**config.mk**
```make
export PLATFORM = sky130hd
export DESIGN_NAME = serial_addsub_ctrl
export DESIGN_NICKNAME = d
export VERILOG_FILES = /design/src/rtl/serial_arith_pkg.sv /design/src/rtl/serial_bit_alu.sv /design/src/rtl/serial_addsub_ctrl.sv
export SDC_FILE = /design/constraint.sdc
export NUM_CORES = 1
export LEC_CHECK = 0
export BUFFER_PORTS_ARGS = -buffer_cell sky130_fd_sc_hd__buf_4
export CAP_MARGIN = 15
export CORE_MARGIN = 2
export CORE_UTILIZATION = 54
export CTS_BUF_LIST = sky130_fd_sc_hd__clkbuf_8
export DETAILED_ROUTE_END_ITERATION = 7
export PLACE_DENSITY = 0.87
export SYNTH_ARGS = -nofsm -noshare
export SYNTH_HDL_FRONTEND = slang
export SYNTH_SLANG_ARGS = --single-unit
```
**constraint.sdc**
```tcl
create_clock -name clk -period 1.4 [get_ports clk]
set_input_delay 0.07 -clock clk [delete_from_list [all_inputs] [get_ports clk]]
set_output_delay 0.07 -clock clk [all_outputs]
set_load 0.005 [all_outputs]
```
**src/rtl/serial_arith_pkg.sv**
```systemverilog
// Shared types and constants for the bit-serial add/subtract controller.
// State encoding is fixed so debug taps and checkers can decode it directly.
package serial_arith_pkg;

  typedef enum logic [1:0] {
    IDLE  = 2'b00,
    SHIFT = 2'b01,
    DONE  = 2'b10
  } state_t;

  localparam logic OP_ADD = 1'b0;
  localparam logic OP_SUB = 1'b1;

endpackage

```
**src/rtl/serial_bit_alu.sv**
```systemverilog
// One-bit serial full adder with its carry flip-flop.
// carry_prev holds the carry that fed the most recently processed bit.
module serial_bit_alu (
  input  logic clk,
  input  logic rst,
  input  logic init,
  input  logic init_val,
  input  logic en,
  input  logic a_bit,
  input  logic b_bit,
  output logic sum_bit,
  output logic carry,
  output logic carry_prev
);

  logic w_c_next;

  assign sum_bit  = a_bit ^ b_bit ^ carry;
  assign w_c_next = (a_bit & b_bit) | (a_bit & carry) | (b_bit & carry);

  // After the final shift, carry_prev is the carry into the MSB position.
  always_ff @(posedge clk or posedge rst) begin
    if (rst) begin
      carry      <= 1'b0;
      carry_prev <= 1'b0;
    end else if (init) begin
      carry      <= init_val;
      carry_prev <= 1'b0;
    end else if (en) begin
      carry      <= w_c_next;
      carry_prev <= carry;
    end
  end

endmodule

```
**src/rtl/serial_addsub_ctrl.sv**
```systemverilog
// Sequencer for a bit-serial add/subtract: accepts an operand pair, shifts
// WIDTH cycles LSB first, then holds result/carry/overflow until taken.
//
// Handshakes: a transfer occurs on a rising clk edge where valid and ready
// are both high. in_ready is high only in IDLE; out_valid only in DONE, and
// result/carry_out/ovf stay stable while out_valid is high and out_ready low.
module serial_addsub_ctrl
  import serial_arith_pkg::*;
#(
  parameter int WIDTH = 4
) (
  input  logic             clk,
  input  logic             rst,
  input  logic             in_valid,
  output logic             in_ready,
  input  logic             op,
  input  logic [WIDTH-1:0] a_in,
  input  logic [WIDTH-1:0] b_in,
  output logic             out_valid,
  input  logic             out_ready,
  output logic [WIDTH-1:0] result,
  output logic             carry_out,
  output logic             ovf,
  output logic             busy,
  output logic [2:0]       dbg_status
);

  localparam int CW = $clog2(WIDTH + 1);

  state_t           r_state;
  logic [WIDTH-1:0] r_a;
  logic [WIDTH-1:0] r_b;
  logic [CW-1:0]    r_cnt;
  logic             r_op;
  logic             r_in_ready;
  logic             r_out_valid;
  logic             r_busy;

  logic w_init;
  logic w_en;
  logic w_sum;
  logic w_carry;
  logic w_cin_msb;

  assign w_init = (r_state == IDLE) && in_valid;
  assign w_en   = (r_state == SHIFT);

  serial_bit_alu u_alu (
    .clk        (clk),
    .rst        (rst),
    .init       (w_init),
    .init_val   (op),
    .en         (w_en),
    .a_bit      (r_a[0]),
    .b_bit      (r_b[0]),
    .sum_bit    (w_sum),
    .carry      (w_carry),
    .carry_prev (w_cin_msb)
  );

  always_ff @(posedge clk or posedge rst) begin
    if (rst) begin
      r_state     <= IDLE;
      r_a         <= '0;
      r_b         <= '0;
      r_cnt       <= '0;
      r_op        <= OP_ADD;
      r_in_ready  <= 1'b1;
      r_out_valid <= 1'b0;
      r_busy      <= 1'b0;
    end else begin
      case (r_state)
        IDLE: begin
          if (in_valid) begin
            // Subtraction runs as A + ~B + 1; the +1 is the preset carry.
            r_a        <= a_in;
            r_b        <= (op == OP_SUB) ? ~b_in : b_in;
            r_op       <= op;
            r_cnt      <= '0;
            r_state    <= SHIFT;
            r_in_ready <= 1'b0;
            r_busy     <= 1'b1;
          end
        end
        SHIFT: begin
          r_a   <= {w_sum, r_a[WIDTH-1:1]};
          r_b   <= {1'b0, r_b[WIDTH-1:1]};
          r_cnt <= r_cnt + CW'(1);
          if (r_cnt == CW'(WIDTH - 1)) begin
            r_state     <= DONE;
            r_busy      <= 1'b0;
            r_out_valid <= 1'b1;
          end
        end
        DONE: begin
          if (out_ready) begin
            r_state     <= IDLE;
            r_out_valid <= 1'b0;
            r_in_ready  <= 1'b1;
          end
        end
        default: begin
          r_state     <= IDLE;
          r_in_ready  <= 1'b1;
          r_out_valid <= 1'b0;
          r_busy      <= 1'b0;
        end
      endcase
    end
  end

  assign in_ready   = r_in_ready;
  assign out_valid  = r_out_valid;
  assign busy       = r_busy;
  assign result     = r_out_valid ? r_a : '0;
  assign carry_out  = r_out_valid & w_carry;
  assign ovf        = r_out_valid & (w_cin_msb ^ w_carry);
  assign dbg_status = {r_op, r_state};

endmodule

```
# Word-level counts from Yosys, hierarchy flattened
# Cells that the tools add are included.
totals:
  reg_bits: 19
  latch_bits: 0
  mem_bits_rw: 0
  rom_bits: 0
  output_inout_bits: 12
  elab_cells: 66
  n_memories: 0
op_classes:
  add_sub_neg: 1
  n_mul: 0
  div: 0
  order_cmp: 0
  n_eq_ne: 6
  shifts: 0
  muxes: 25
  bitwise: 14
  n_reduce_logical: 10
op_table:
  columns: ["cell", "count"]
  rows:
  - ["2-to-1 mux 4 bit", 4]
  - ["case mux 4 bit (2 select lines)", 2]
  - ["AND reduction 3 bit", 4]
  - ["2-to-1 mux 1 bit", 10]
  - ["case mux 1 bit (3 select lines)", 3]
  - ["2-to-1 mux 2 bit", 3]
  - ["!= test 2 bit, second input constant", 3]
  - ["case mux 2 bit (3 select lines)", 1]
  - ["case mux 3 bit (2 select lines)", 1]
  - ["bitwise AND 1 bit", 5]
  - ["NOT 4 bit", 1]
  - ["AND reduction 2 bit", 2]
  - ["nonzero test 2 bit", 2]
  - ["adder 3 x 1 -> 3 bit, second input constant", 1]
  - ["equality test 3 x 2 -> 1 bit, second input constant", 1]
  - ["2-to-1 mux 3 bit", 1]
  - ["NOT 1 bit", 3]
  - ["bitwise XOR 1 bit", 3]
  - ["equality test 2 x 1 -> 1 bit, second input constant", 1]
  - ["equality test 2 bit, second input constant", 1]
  - ["logical NOT 2 bit", 1]
  - ["bitwise OR 1 bit", 2]
  - ["logical AND 1 bit", 1]

# Longest topological paths before layout
depth:
  depth_word: 5
  ltp_mapped: 5
  ltp_nobuf: 4

# Modules after synthesis
# Synthesis repeated with hierarchy kept, for this count alone.
unflattened:
  cells_unflattened: 97
  hier_area_um2: 953.4
modules_own_cells:
  columns: ["mod", "n_inst", "cells_per_inst", "area_per_inst_um2", "seq_area_each_um2"]
  rows:
  - ["serial_addsub_ctrl", 1, 88, 847.1, 426.7]
  - ["serial_bit_alu", 1, 9, 106.4, 50.0]

# Worst setup path after synthesis
# Ideal clock, no wire load.
synth_timing:
  path_kind: "flip-flop to flip-flop"
  from: "register u_alu.carry"
  to: "register r_a[3]"
  setup_time_ns: 0.120
  t_arrival_ns: 1.148
  t_required_ns: 1.280
  slack_ns: 0.132
  path_stages_with_launch: 4
  n_path_buf: 0
  period_less_slack_ns: 1.268
  cell_sequence: "dfrtp_1 -> fa_1 -> a22oi_1 -> o21ai_2"
synth_via:
  elab_chain_len: 2
synth_lines:
  columns: ["element", "line_no", "rtl"]
  rows:
  - ["start, declared", "serial_bit_alu.sv:12", "output logic carry,"]
  - ["start signal, assigned", "serial_bit_alu.sv:27", "carry <= init_val;"]
  - ["start signal, assigned", "serial_bit_alu.sv:30", "carry <= w_c_next;"]
  - ["bitwise XOR 1 bit", "serial_bit_alu.sv:18", "assign sum_bit = a_bit ^ b_bit ^ carry;"]
  - ["case mux 4 bit (2 select lines)", "serial_addsub_ctrl.sv:72", "case (r_state)"]
  - ["end signal, assigned", "serial_addsub_ctrl.sv:76", "r_a <= a_in;"]
  - ["end signal, assigned", "serial_addsub_ctrl.sv:86", "r_a <= {w_sum, r_a[WIDTH-1:1]};"]
  - ["end, declared", "serial_addsub_ctrl.sv:31", "logic [WIDTH-1:0] r_a;"]
# No other way between the ends.
# A chain may end at the register's enable or synchronous reset.

# Worst setup path after layout
layout_timing:
  from: "register u_alu.carry"
  to: "output port ovf"
layout_via:
  elab_chain_len: 2
layout_lines:
  columns: ["element", "line_no", "rtl"]
  rows:
  - ["bitwise XOR 1 bit", "serial_addsub_ctrl.sv:117", "assign ovf = r_out_valid & (w_cin_msb ^ w_carry);"]
  - ["bitwise AND 1 bit", "serial_addsub_ctrl.sv:117", null]
  - ["end, declared", "serial_addsub_ctrl.sv:23", "output logic ovf,"]
# No other way between the ends.

==> results.md <==
- PortBufs: 24
- Status: finished clean
- DP Area: 0.00120 mm2
- Leakage Power: 0.616 nW
- Crit. End Element: output pin
- Reg power frac: 0.382
- Post-synth EDFFs: 0
- First-pass GRT wire length: 3210 um
- WL met1: 824 um
- Critical path startpoint category: flip-flop
- RSZ-0062 raised after global routing: no
- Via count: 768
- DR iter-0 viols: 10
- Root buffer cell: clkbuf_8
- Initial core utilization: 0.580
- Met3 WL: 106 um
- Worst Tran Pin Value: 0.349 ns
- CP required: 1.33 ns
- Setup Fix Bufs, Post-CTS: 0
- Final cell area excluding filler cells: 0.00126 mm2
- Vias per inst: 5.37
- # nets final: 135
- Clk pwr share: 0.139
- Main synth FF type: dfrtp_1
- # rows: 15
- Peak supply drop: 1.14 mV
- Dpl cells: 138
- Vias in the first global route: 733
- Synthesized instance count: 90
- DRC viols: 0
- Dpl hpwl: 1480 um
- Crit path arrival time: 1.21 ns
- Asr flop ratio synth: 1.00
- Seq cells post-synth: 19
- Clock sink total: 19
- Sw Ratio: 0.358
- Period utilisation layout: 0.915
- Pint: 1.71 mW
- Clk_skew: 0.00356 ns
- Slew Limit Fails: 0
- Hold Fails Final Rpt: 0
- GR Overflow Total: 0
- Non-filler instance count after layout: 143
- Post-synth cell types: 29
- Largest net degree at the start of global routing: 20
- GP Congestion: 0.830
- Synth top cells by count: dfrtp_1, nand2_1, and2_1
- Psw: 0.953 mW
- Mean Syn Cell Area: 11.1 um2
- Most common cell in the netlist: dfrtp_1
- Max layer used: met4
- Highest Clock Rate: 781 MHz
- Mapped Area: 0.00100 mm2
- Crit Path Class: flip-flop to output pin
- Met2 wire len: 953 um
- WL final: 1910 um
- Synth area leader: dfrtp_1
- Area grow syn2layout: 25.8%
- Share of cells above drive strength 1: 0.364
- Core Region: 0.00173 mm2
- N_diodes: 0
- Post-route setup TNS: 0 ns
- Die X: 47.1 um
- Worst-skew pair later-pin latency: 0.25 ns
- Ports: 25
- Final setup vio count: 0
- Initial antenna violation count: 0
- TritonRoute pass-1 iters: 5
- YS warnings: 0
- Main area contributors after synthesis: dfrtp_1, xor2_1, a22oi_1, and2_1, nand2_1
- CTS tree: built
- GRT Overall Usage: 0.204
- Final ANT Viol Nets: 0
- Max_slew headroom: 0.767
- Inserted Clock Buffers: 3
- CP Max Fanout: 4
- Hold Path Class: input port to flip-flop
- Power density over cell area: 2120 mW/mm2
- Die ar.: 0.00221 mm2
- Logic pwr share: 0.480
- Fin Hold WS: 0.0787 ns
- Seq/Total Area, Yosys: 0.476
- Post-Syn Nets: 106
- Routed wire per std cell: 13.3 um
- Minimum clock period: 1.28 ns
- CTS max path bufs: 2
- H-Tree Depth: 1
- Die height: 47.1 um
- Max Cap Viol: 0
- Clock slew at reported path FFs: 0.07 ns
- Top-area cell type share of the netlist area: 0.450
sequential cells by signal, indices dropped and copies added (netlist names):
register / flops
r_cnt: 3
r_op: 1
u_alu.carry_prev: 1
busy: 1
r_b: 4
out_valid: 1
in_ready: 1
u_alu.carry: 1
r_state: 2
r_a: 4
power groups by stage:
stage               logic [mW]  clock network [mW]  registers (mW)
CTS                       1.30               0.376            1.01
floorplan                0.910                   0           0.975
global route              1.45               0.395            1.05
finish                    1.28               0.370            1.02
global placement          1.24                   0            1.01
detailed placement        1.29                   0            1.02
cell families (layout without fill, tap and decap cells):
kind of cell               count (synthesis)  after routing  synth area share
DFF                                       19             19             0.476
and+or+nand+nor                           27             27             0.160
xor gates and xnor gates                   5              5            0.0437
muxes                                      1              1            0.0150
adders and majority gates                  3              3            0.0450
AOI/OAI and AO/OA                         26             26             0.201
buffers and inverters                      9             37            0.0587
repair_timing:
item                                   CTS  global route
endpoints found under the hold margin   18             0
resized for setup                        0             0
hold buffers                             1             0
cell type report:
class	count	area (um2)
Inverter	3	11.3
Timing Repair Buffer	30	228
Tap cell	25	31.3
Clock inverter	1	5.00
Fill cell	123	468
Multi-Input combinational cell	62	465
Clock buffer	3	41.3
Sequential cell	19	477
per-layer routing:
| metal | GRT usage | up-vias |
|---|---|---|
| li1 | - | 372 |
| met1 | 0.254 | 361 |
| met2 | 0.359 | 29 |
| met3 | 0.0346 | 6 |
| met4 | 0.0667 | 0 |
| met5 | 0 | - |
path summary, 6_finish.rpt:
| kind | from | end | slack (ns) | depth (start not counted) |
|---|---|---|---|---|
| max | u_alu.carry | ovf | 0.12 | 4 |
| min | out_ready | in_ready | 0.08 | 3 |
| max reg2reg | r_state[0] | r_b[0] | 0.13 | 3 |
| min reg2reg | r_cnt[0] | r_cnt[0] | 0.49 | 1 |
| max in group asynchronous | rst | in_ready | 0.75 | 4 |
| min in group asynchronous | rst | r_a[0] | 0.39 | 4 |
cells in the final DEF (no fill, tap or decap), drive strengths merged, types with 5 or more instances in the layout:
master | netlist | routed
buf | 6 | 29
dfrtp | 18 | 18
nand2 | 10 | 10
o21ai | 9 | 9
and2 | 6 | 6
xor2 | 5 | 5
a22oi | 5 | 5
worst max-delay path, stage by stage (launching register included):
cell	delay, ns
dfrtp_1	0.40
buf_4	0.15
xor2_1	0.13
and2_1	0.15
buf_4	0.13
stage by stage:
step           total power [mW]  utilization  setup slack [ns]
6_report                   2.67        0.729             0.120
5_1_grt                    2.90        0.729            0.0646
4_1_cts                    2.69        0.729             0.112
3_5_place_dp               2.32        0.696             0.128
3_3_place_gp               2.26        0.696             0.163
2_1_floorplan              1.89            -             0.132
Power figures use the tool's default switching activity.
